### config.mk
export PLATFORM = sky130hd
export DESIGN_NAME = rf_write_queue
export DESIGN_NICKNAME = d
export VERILOG_FILES = /design/src/rtl/rf_write_queue_pkg.sv /design/src/rtl/wq_fifo.sv /design/src/rtl/rf_write_queue.sv
export SDC_FILE = /design/constraint.sdc
export NUM_CORES = 2
export LEC_CHECK = 0
export CAP_MARGIN = 5
export CORE_AREA = 2 2 378 380
export DETAILED_ROUTE_END_ITERATION = 7
export DIE_AREA = 0 0 380 382
export DONT_BUFFER_PORTS = 1
export SLEW_MARGIN = 5
export SYNTH_ARGS = -nofsm -noshare
export SYNTH_HDL_FRONTEND = slang
export SYNTH_SLANG_ARGS = --single-unit
export TNS_END_PERCENT = 1
### constraint.sdc
create_clock -name clk -period 3.45 [get_ports clk]
set_clock_uncertainty 0.05 [all_clocks]
set_input_delay 0.1725 -clock clk [delete_from_list [all_inputs] [get_ports clk]]
set_output_delay 0.1725 -clock clk [all_outputs]
set_load 0.01 [all_outputs]
### src/rtl/rf_write_queue_pkg.sv
// Shared types for the register file write-back queue.
// Register count, address width and the queue entry record.
package rf_write_queue_pkg;

    localparam int NUM_REGS = 32;
    localparam int ADDR_W   = 5;
    // Widest register data an entry can carry
    localparam int RF_MAX_W = 32;

    typedef logic [ADDR_W-1:0] reg_addr_t;

    typedef struct packed {
        reg_addr_t             addr;
        logic [RF_MAX_W-1:0]   data;
    } wq_entry_t;

endpackage

### src/rtl/wq_fifo.sv
// Write-back queue storage: ring buffer with count-based full/empty
// and a newest-entry address lookup for two read ports.
module wq_fifo
    import rf_write_queue_pkg::*;
#(
    parameter int DEPTH = 4
) (
    input  logic                clk,
    input  logic                rst_n,
    input  logic                push,
    input  wq_entry_t           push_entry,
    input  logic                hold,
    output logic                not_full,
    output logic                pop,
    output wq_entry_t           head_entry,
    output logic [3:0]          count,
    input  reg_addr_t           look1_addr,
    input  reg_addr_t           look2_addr,
    output logic                look1_hit,
    output logic                look2_hit,
    output logic [RF_MAX_W-1:0] look1_data,
    output logic [RF_MAX_W-1:0] look2_data
);

    localparam int PTR_W = (DEPTH > 1) ? $clog2(DEPTH) : 1;

    wq_entry_t        mem_q [DEPTH];
    wq_entry_t        mem_d [DEPTH];
    logic [PTR_W-1:0] head_q, head_d;
    logic [PTR_W-1:0] tail_q, tail_d;
    logic [3:0]       count_q, count_d;
    logic [PTR_W-1:0] idx;

    assign not_full   = count_q < 4'(DEPTH);
    assign pop        = (count_q != 4'd0) && !hold;
    assign head_entry = mem_q[head_q];
    assign count      = count_q;

    always_comb begin
        mem_d   = mem_q;
        head_d  = head_q;
        tail_d  = tail_q;
        count_d = count_q;
        if (push && not_full) begin
            mem_d[tail_q] = push_entry;
            tail_d        = tail_q + 1'b1;
        end
        if (pop) begin
            head_d = head_q + 1'b1;
        end
        unique case ({push && not_full, pop})
            2'b10:   count_d = count_q + 4'd1;
            2'b01:   count_d = count_q - 4'd1;
            default: count_d = count_q;
        endcase
    end

    // Walk oldest to newest so the newest matching entry wins
    always_comb begin
        look1_hit  = 1'b0;
        look2_hit  = 1'b0;
        look1_data = '0;
        look2_data = '0;
        idx        = '0;
        for (int i = 0; i < DEPTH; i++) begin
            idx = head_q + PTR_W'(i);
            if (4'(i) < count_q) begin
                if (mem_q[idx].addr == look1_addr) begin
                    look1_hit  = 1'b1;
                    look1_data = mem_q[idx].data;
                end
                if (mem_q[idx].addr == look2_addr) begin
                    look2_hit  = 1'b1;
                    look2_data = mem_q[idx].data;
                end
            end
        end
    end

    always_ff @(posedge clk or negedge rst_n) begin
        if (!rst_n) begin
            for (int i = 0; i < DEPTH; i++) begin
                mem_q[i] <= '0;
            end
            head_q  <= '0;
            tail_q  <= '0;
            count_q <= '0;
        end else begin
            mem_q   <= mem_d;
            head_q  <= head_d;
            tail_q  <= tail_d;
            count_q <= count_d;
        end
    end

endmodule

### src/rtl/rf_write_queue.sv
// Register file fronted by a write-back queue; reads bypass from
// the newest queued write, else the array; x0 is hardwired zero.
module rf_write_queue
    import rf_write_queue_pkg::*;
#(
    parameter int DEPTH = 4,
    parameter int WIDTH = 32
) (
    input  logic             clk,
    input  logic             rst_n,
    input  logic             wr_valid,
    output logic             wr_ready,
    input  logic [4:0]       wr_addr,
    input  logic [WIDTH-1:0] wr_data,
    input  logic             hold,
    input  logic [4:0]       Src1addr,
    input  logic [4:0]       Src2addr,
    output logic [WIDTH-1:0] Src1,
    output logic [WIDTH-1:0] Src2,
    output logic [3:0]       q_count,
    output logic             busy
);

    logic [WIDTH-1:0]    rf_q [NUM_REGS];
    logic [WIDTH-1:0]    rf_d [NUM_REGS];
    logic                push;
    logic                pop;
    wq_entry_t           push_entry;
    wq_entry_t           head_entry;
    logic                look1_hit, look2_hit;
    logic [RF_MAX_W-1:0] look1_data, look2_data;

    // Writes to x0 complete the handshake but are dropped here
    assign push            = wr_valid && wr_ready && (wr_addr != '0);
    assign push_entry.addr = wr_addr;
    assign push_entry.data = RF_MAX_W'(wr_data);
    assign busy            = q_count != 4'd0;

    wq_fifo #(
        .DEPTH (DEPTH)
    ) u_fifo (
        .clk        (clk),
        .rst_n      (rst_n),
        .push       (push),
        .push_entry (push_entry),
        .hold       (hold),
        .not_full   (wr_ready),
        .pop        (pop),
        .head_entry (head_entry),
        .count      (q_count),
        .look1_addr (Src1addr),
        .look2_addr (Src2addr),
        .look1_hit  (look1_hit),
        .look2_hit  (look2_hit),
        .look1_data (look1_data),
        .look2_data (look2_data)
    );

    always_comb begin
        rf_d = rf_q;
        if (pop) begin
            rf_d[head_entry.addr] = WIDTH'(head_entry.data);
        end
        rf_d[0] = '0;
    end

    always_ff @(posedge clk or negedge rst_n) begin
        if (!rst_n) begin
            for (int i = 0; i < NUM_REGS; i++) begin
                rf_q[i] <= '0;
            end
        end else begin
            rf_q <= rf_d;
        end
    end

    always_comb begin
        Src1 = rf_q[Src1addr];
        if (look1_hit) begin
            Src1 = WIDTH'(look1_data);
        end
        if (Src1addr == '0) begin
            Src1 = '0;
        end
        Src2 = rf_q[Src2addr];
        if (look2_hit) begin
            Src2 = WIDTH'(look2_data);
        end
        if (Src2addr == '0) begin
            Src2 = '0;
        end
    end

endmodule

## Word-level counts from Yosys, hierarchy flattened

Cells that the tools add are included.

| operators by class | value |
|---|---|
| add/sub/neg operators | 6 |
| multiply operators | 0 |
| divide/modulo/power cells | 0 |
| order comparisons | 15 |
| equality and inequality tests | 10 |
| shift operators | 0 |
| muxes and demuxes | 61 |
| bitwise operators | 8 |
| reduce and logical (&&, ||, !) cells | 12 |

Operators with widths:

| operator | count |
|---|---|
| $bwmux W1024 | 1 |
| $mux W32 | 25 |
| $mux W37 | 9 |
| $bmux W32 S5 | 2 |
| $bmux W37 S2 | 4 |
| $demux W32 S5 | 1 |
| $bwmux W148 | 1 |
| $demux W37 S2 | 1 |
| $eq A5 B5 Y1 | 8 |
| $ge A6 B6 Y1 const B | 3 |
| $not A5 Y6 | 3 |
| $mux W1 | 16 |
| $ge A3 B3 Y1 const B | 5 |
| $not A2 Y3 | 5 |
| $logic_not A5 Y1 | 2 |
| $lt A1 B4 Y1 const A | 2 |
| $lt A2 B4 Y1 const A | 2 |
| $pmux W4 S2 | 1 |
| $logic_and A1 B1 Y1 | 6 |
| $lt A6 B1 Y1 const B | 1 |
| $reduce_bool A5 Y1 | 1 |
| $add A2 B1 Y2 const B | 2 |
| $add A2 B2 Y2 const B | 2 |
| $add A4 B1 Y4 const B | 1 |
| other kinds (8) | 8 |

| word-level totals | value |
|---|---|
| register bits | 1148 |
| latch bits | 0 |
| bits in writable memories | 0 |
| ROM bits | 0 |
| input bits | 51 |
| output and inout port bits | 70 |
| word-level logic and storage cells | 154 |
| memories | 0 |

## Longest topological paths before layout

| depth | value |
|---|---|
| depth in word-level cells | 15 |
| depth in mapped cells | 12 |
| gate-level depth less buffers | 8 |

## Hierarchy

A second synthesis with hierarchy kept.

| second synthesis, totals | value |
|---|---|
| cells, all modules | 5360 |
| area, all modules | 66875.4 µm² |

By module, submodules not included:

| module | instances | cells each | area an instance (µm²) | sequential area each (µm²) |
|---|---|---|---|---|
| rf_write_queue | 1 | 4295 | 55009.0 | 24823.8 |
| wq_fifo | 1 | 1065 | 11866.4 | 3903.7 |

## Worst setup path after synthesis

No wires, ideal clock.

| timing | value |
|---|---|
| path type | register to output |
| start point | reg u_fifo.head_q[1] |
| end point | out Src1[14] |
| arrival | 2.547 ns |
| required time | 3.227 ns |
| setup slack | 0.680 ns |
| cell stages (with the launch flop) | 11 |
| path buffers | 3 |
| cell sequence | dfrtp_1 > buf_6 > buf_6 > mux4_2 > xnor2_1 > nand4_1 > nor2_1 > a2111oi_4 > clkbuf_1 > nor2_1 > a21oi_1 |

| between the ends | value |
|---|---|
| word-level cells in the longest chain between the ends | 15 |
| elaborated cells on any way between the ends | 41 |
| those cells by class | add/sub: 3; eq/ne: 4; mux: 30; bitwise: 4 |

Ends and longest elaborated chain:

| item | RTL line | text |
|---|---|---|
| start: declaration | wq_fifo.sv:29 | `logic [PTR_W-1:0] head_q, head_d;` |
| start signal: assignment | wq_fifo.sv:85 | `head_q <= '0;` |
| start signal: assignment | wq_fifo.sv:90 | `head_q <= head_d;` |
| parallel branches: the longest is 13 deep, another holds $add A2 B1 Y2 | n/a |  |
| $mux W32 (*) | rf_write_queue.sv:79 | `if (look1_hit) begin` |
| $mux W32 (*) | rf_write_queue.sv:82 | `if (Src1addr == '0) begin` |
| end: declaration | rf_write_queue.sv:18 | `output logic [WIDTH-1:0] Src1,` |

Every way passes the cells marked *. The select of a mux whose other input is x is not followed.

## Worst setup path after layout

| timing | value |
|---|---|
| start point | reg u_fifo.head_q[0] |
| end point | out Src1[16] |

Same word-level chain as after synthesis.

==> impl_metrics.py <==
metrics = {
    "sta": {
        "slew_violations": 212,
        "rsz0062_at_grt": "true",
        "fmax_mhz": 257,
        "fin_ws_ns": -0.437,
        "final_hold_viol_count": 0,
        "timing.slew.headroom_pct": -23.2,
        "layout_min_cycle_time_ns": 3.89,
        "worstMarginPinSlew_ns": 1.85,
        "setup_viol": 64,
        "min_period_over_period_pct": 113,
        "final.setup.tns_ns": -24.17,
    },
    "drt": {
        "drc": 0,
        "wl_um": 205000,
        "drt_iter0_drc": 5005,
        "met1Wirelength_um": 84900,
        "vias": 46740,
        "top_layer": "met5",
        "dr_wl_met3_um": 16500,
        "ant_nets": 0,
        "wire_per_inst_um": 27.7,
        "vias_per_cell": 6.32,
        "wl_met2_um": 96400,
        "first_pass_iters": 6,
    },
    "synth": {
        "syn_inst": 5579,
        "ys.flop_type": "dfrtp_1",
        "synth-seq-cells": 1148,
        "synth_area_leader_cell": "dfrtp_1",
        "synth_top_area_share_pct": 45.4,
        "synth_cell_types": 57,
        "synth_nets": 5638,
        "syn_avg_cell_area_um2": 11.3,
        "async_reset_ff_share_pct": 100,
        "synth_area_leaders": "dfrtp_1 45%, mux4_2 21%, o21ai_0 8.3%",
        "ys_top_cells_by_count": "1150 x nand2_1, 1148 x dfrtp_1, 1050 x o21ai_0",
        "synth.most_common_cell": "nand2_1",
        "syn_area_um2": 63200,
        "synth_edf_count": 0,
        "synth-warning-count": 0,
        "yosysSeqAreaShare_pct": 45.4,
    },
    "setup_path": {
        "worstSetupPathType": "flop to output port",
        "cp_cell_sequence": "buf_8 -> buf_6 -> mux4_2 -> xnor2_1 -> nand2_1 -> nor2_4 -> a2111oi_4 -> buf_6 -> buf_12 -> nor2_1 -> a21oi_1 -> buf_4",
        "crit_top_cell": "buf_6",
        "worst_path_max_delay_cell": "mux4_2",
        "crit_arrival_ns": 3.66,
        "startpoint_type": "flop",
        "required_ns": 3.23,
        "worstRegToRegCells": 9,
        "cp.depth": 12,
        "worst-path-buf-inv": 5,
        "max_stage_delay_ns": 0.55,
        "cpLargestDelayFamily": "buffers and inverters",
        "worstPathMaxFanout": 11,
        "crit_path_end_kind": "output port",
    },
    "power_and_ir_drop": {
        "leakage_nw": 30.3,
        "p_int_w": 0.0413,
        "vdd_drop_max_uv": 784,
        "power_frac_seq_pct": 32.9,
        "power_switching_w": 0.0285,
        "combPwrFrac_pct": 46.7,
        "power_density_nw_per_um2": 976,
        "clkPwrFrac_pct": 20.4,
        "sw_frac_of_total_pct": 40.8,
    },
    "flow_run": {
        "maxCapViolCount": 0,
    },
    "clocking": {
        "clock_sinks": 1148,
        "cts_made_buffers": 118,
        "ctsRootBufferMaster": "clkbuf_16",
        "htree_levels": 3,
        "cts.clk_slew.worst_paths_ns": 0.06,
        "cts_tree": "done",
        "clk_latency_ns": 0.76,
        "ctsLongestPathBuffers": 3,
    },
    "min_path": {
        "worst_hold_path.num_cells": 2,
        "hp-class": "input pin to flop",
    },
    "floorplanning": {
        "pin_count": 121,
        "core_um2": 141000,
        "fp.dieArea_um2": 145000,
        "die_w_um": 380,
        "initial_utilization_pct": 44.9,
        "die_h_um": 382,
        "row_count": 138,
    },
    "global_routing": {
        "gr-total-overflow": 0,
        "grt_pass1_vias": 46275,
        "grt_start_max_net_pins": 264,
        "antenna_found_initial": 4,
        "grt_util_all_layers_pct": 28.1,
        "grt_pass1_wl_um": 308000,
    },
    "finish": {
        "syn_to_final_growth_pct": 13.0,
        "multi_input_area_um2": 32900,
        "fin_util_pct": 50.7,
        "drive_gt1_share_pct": 28.1,
        "regArea_um2": 28700,
        "fillCellCount": 12293,
        "num-nets-final": 5463,
        "stdcell_area_um2": 71500,
        "layout.cells.non_filler": 7397,
    },
    "placement": {
        "dp.final_hpwl_um": 117000,
        "placedCellCount": 7103,
        "numPortBuffers": 0,
        "globalplace.congestion": 0.880,
        "placed_area_um2": 66000,
    },
    "status": {
        "outcome": "complete, but fails checks",
        "violations": "slew limit, setup timing",
    },
}
worst reg2reg max path, stage by stage, from the launching register on:
cell	delay, ns
dfrtp_1	0.56
inv_1	0.10
ha_1	0.36
a21oi_2	0.25
and2_1	0.35
nand2_1	0.11
or4_2	0.61
buf_4	0.38
nand2_1	0.20
o21ai_0	0.09
cell families after synthesis:
family,Yosys count,share of synthesized area (%)
adder cells (fa/ha/maj),8,0.158
AO/OA/AOI/OAI,1459,13.2
flip-flops,1148,45.4
XOR/XNOR,47,0.675
AND/OR/NAND/NOR,1322,8.43
multiplexers,1007,28.4
buffers and inverters,588,3.78
path summary, 6_finish.rpt:
path / from / end / slack [ns]
min in group asynchronous: rst_n / rf_q[8] / 0.17
worst min-delay path: wr_data[6] / u_fifo.mem_q[117] / 0.14
max in group asynchronous: rst_n / rf_q[22] / 2.38
worst max register to register: u_fifo.count[0] / rf_q[904] / 0.25
worst max-delay path: u_fifo.head_q[0] / Src1[16] / -0.44
worst min register to register: rf_q[648] / rf_q[648] / 0.45
per-layer routing:
layer | track usage [%] | up-vias
met2 | 44.8 | 2092
met1 | 39.2 | 24119
met5 | 0 | -
met3 | 4.70 | 419
met4 | 9.27 | 2
li1 | - | 20108
power groups by stage:
stage / registers [W] / clock network, W / logic [W]
floorplan: 0.0217 / 0 / 0.0212
global placement: 0.0227 / 0 / 0.0298
detailed placement: 0.0230 / 0 / 0.0303
CTS: 0.0228 / 0.0144 / 0.0313
global route: 0.0236 / 0.0149 / 0.0350
finish: 0.0229 / 0.0143 / 0.0326
final cells by class:
cell class,count,share of cell area [%]
sequential,1148,40.2
inverter,9,0.0490
antenna,1,0.00350
tap,1890,3.31
clock inverter,46,1.04
timing repair buffer,284,4.45
clock buffer,176,4.99
multi-input combinational,3843,46.0
cells in the final DEF, fill, tap and decap left out, types with 15 or more instances in the layout:
cell type | synthesis | routed
dfrtp_1 | 1148 | 1146
nand2_1 | 1150 | 1138
o21ai_0 | 1050 | 1016
mux4_2 | 597 | 597
mux2_2 | 308 | 308
buf_4 | 3 | 164
clkbuf_16 | 0 | 126
mux2i_1 | 102 | 102
a21oi_1 | 102 | 91
nor2_1 | 84 | 80
a22o_1 | 62 | 62
buf_12 | 0 | 60
o21ai_1 | 52 | 53
dlygate4sd3_1 | 0 | 41
o221ai_1 | 54 | 39
o21ai_2 | 1 | 33
o211ai_1 | 31 | 31
clkbuf_8 | 0 | 31
nor3_2 | 29 | 30
a211oi_2 | 28 | 28
xnor2_1 | 32 | 27
o2bb2ai_1 | 25 | 25
clkbuf_1 | 462 | 23
clkinv_2 | 0 | 22
bufinv_16 | 0 | 19
o221ai_2 | 2 | 15
registers in the layout (all words and copies together), names as in the netlist:
register / cells
u_fifo.mem_q: 148
u_fifo.tail_q: 2
u_fifo.count: 4
rf_q: 992
u_fifo.head_q: 2
stage by stage:
step | worst slack [ns] | hold slack [ns] | total power, W
after floorplan | 0.680 | -0.173 | 0.0429
after detailed placement | 0.199 | 0.0778 | 0.0533
final | -0.437 | 0.135 | 0.0698
after CTS | -0.398 | 0.0965 | 0.0685
after global routing | -0.476 | 0.168 | 0.0735
after global placement | 0.218 | 0.0774 | 0.0525
timing repair:
action	in CTS	in global routing
pin swaps	21	19
gates cloned	2	4
endpoints found under the hold margin	1231	0
resized for setup	39	30
setup endpoints to repair	64	64
hold buffers	42	0
setup buffers	18	5
Power figures use the tool's default switching activity.
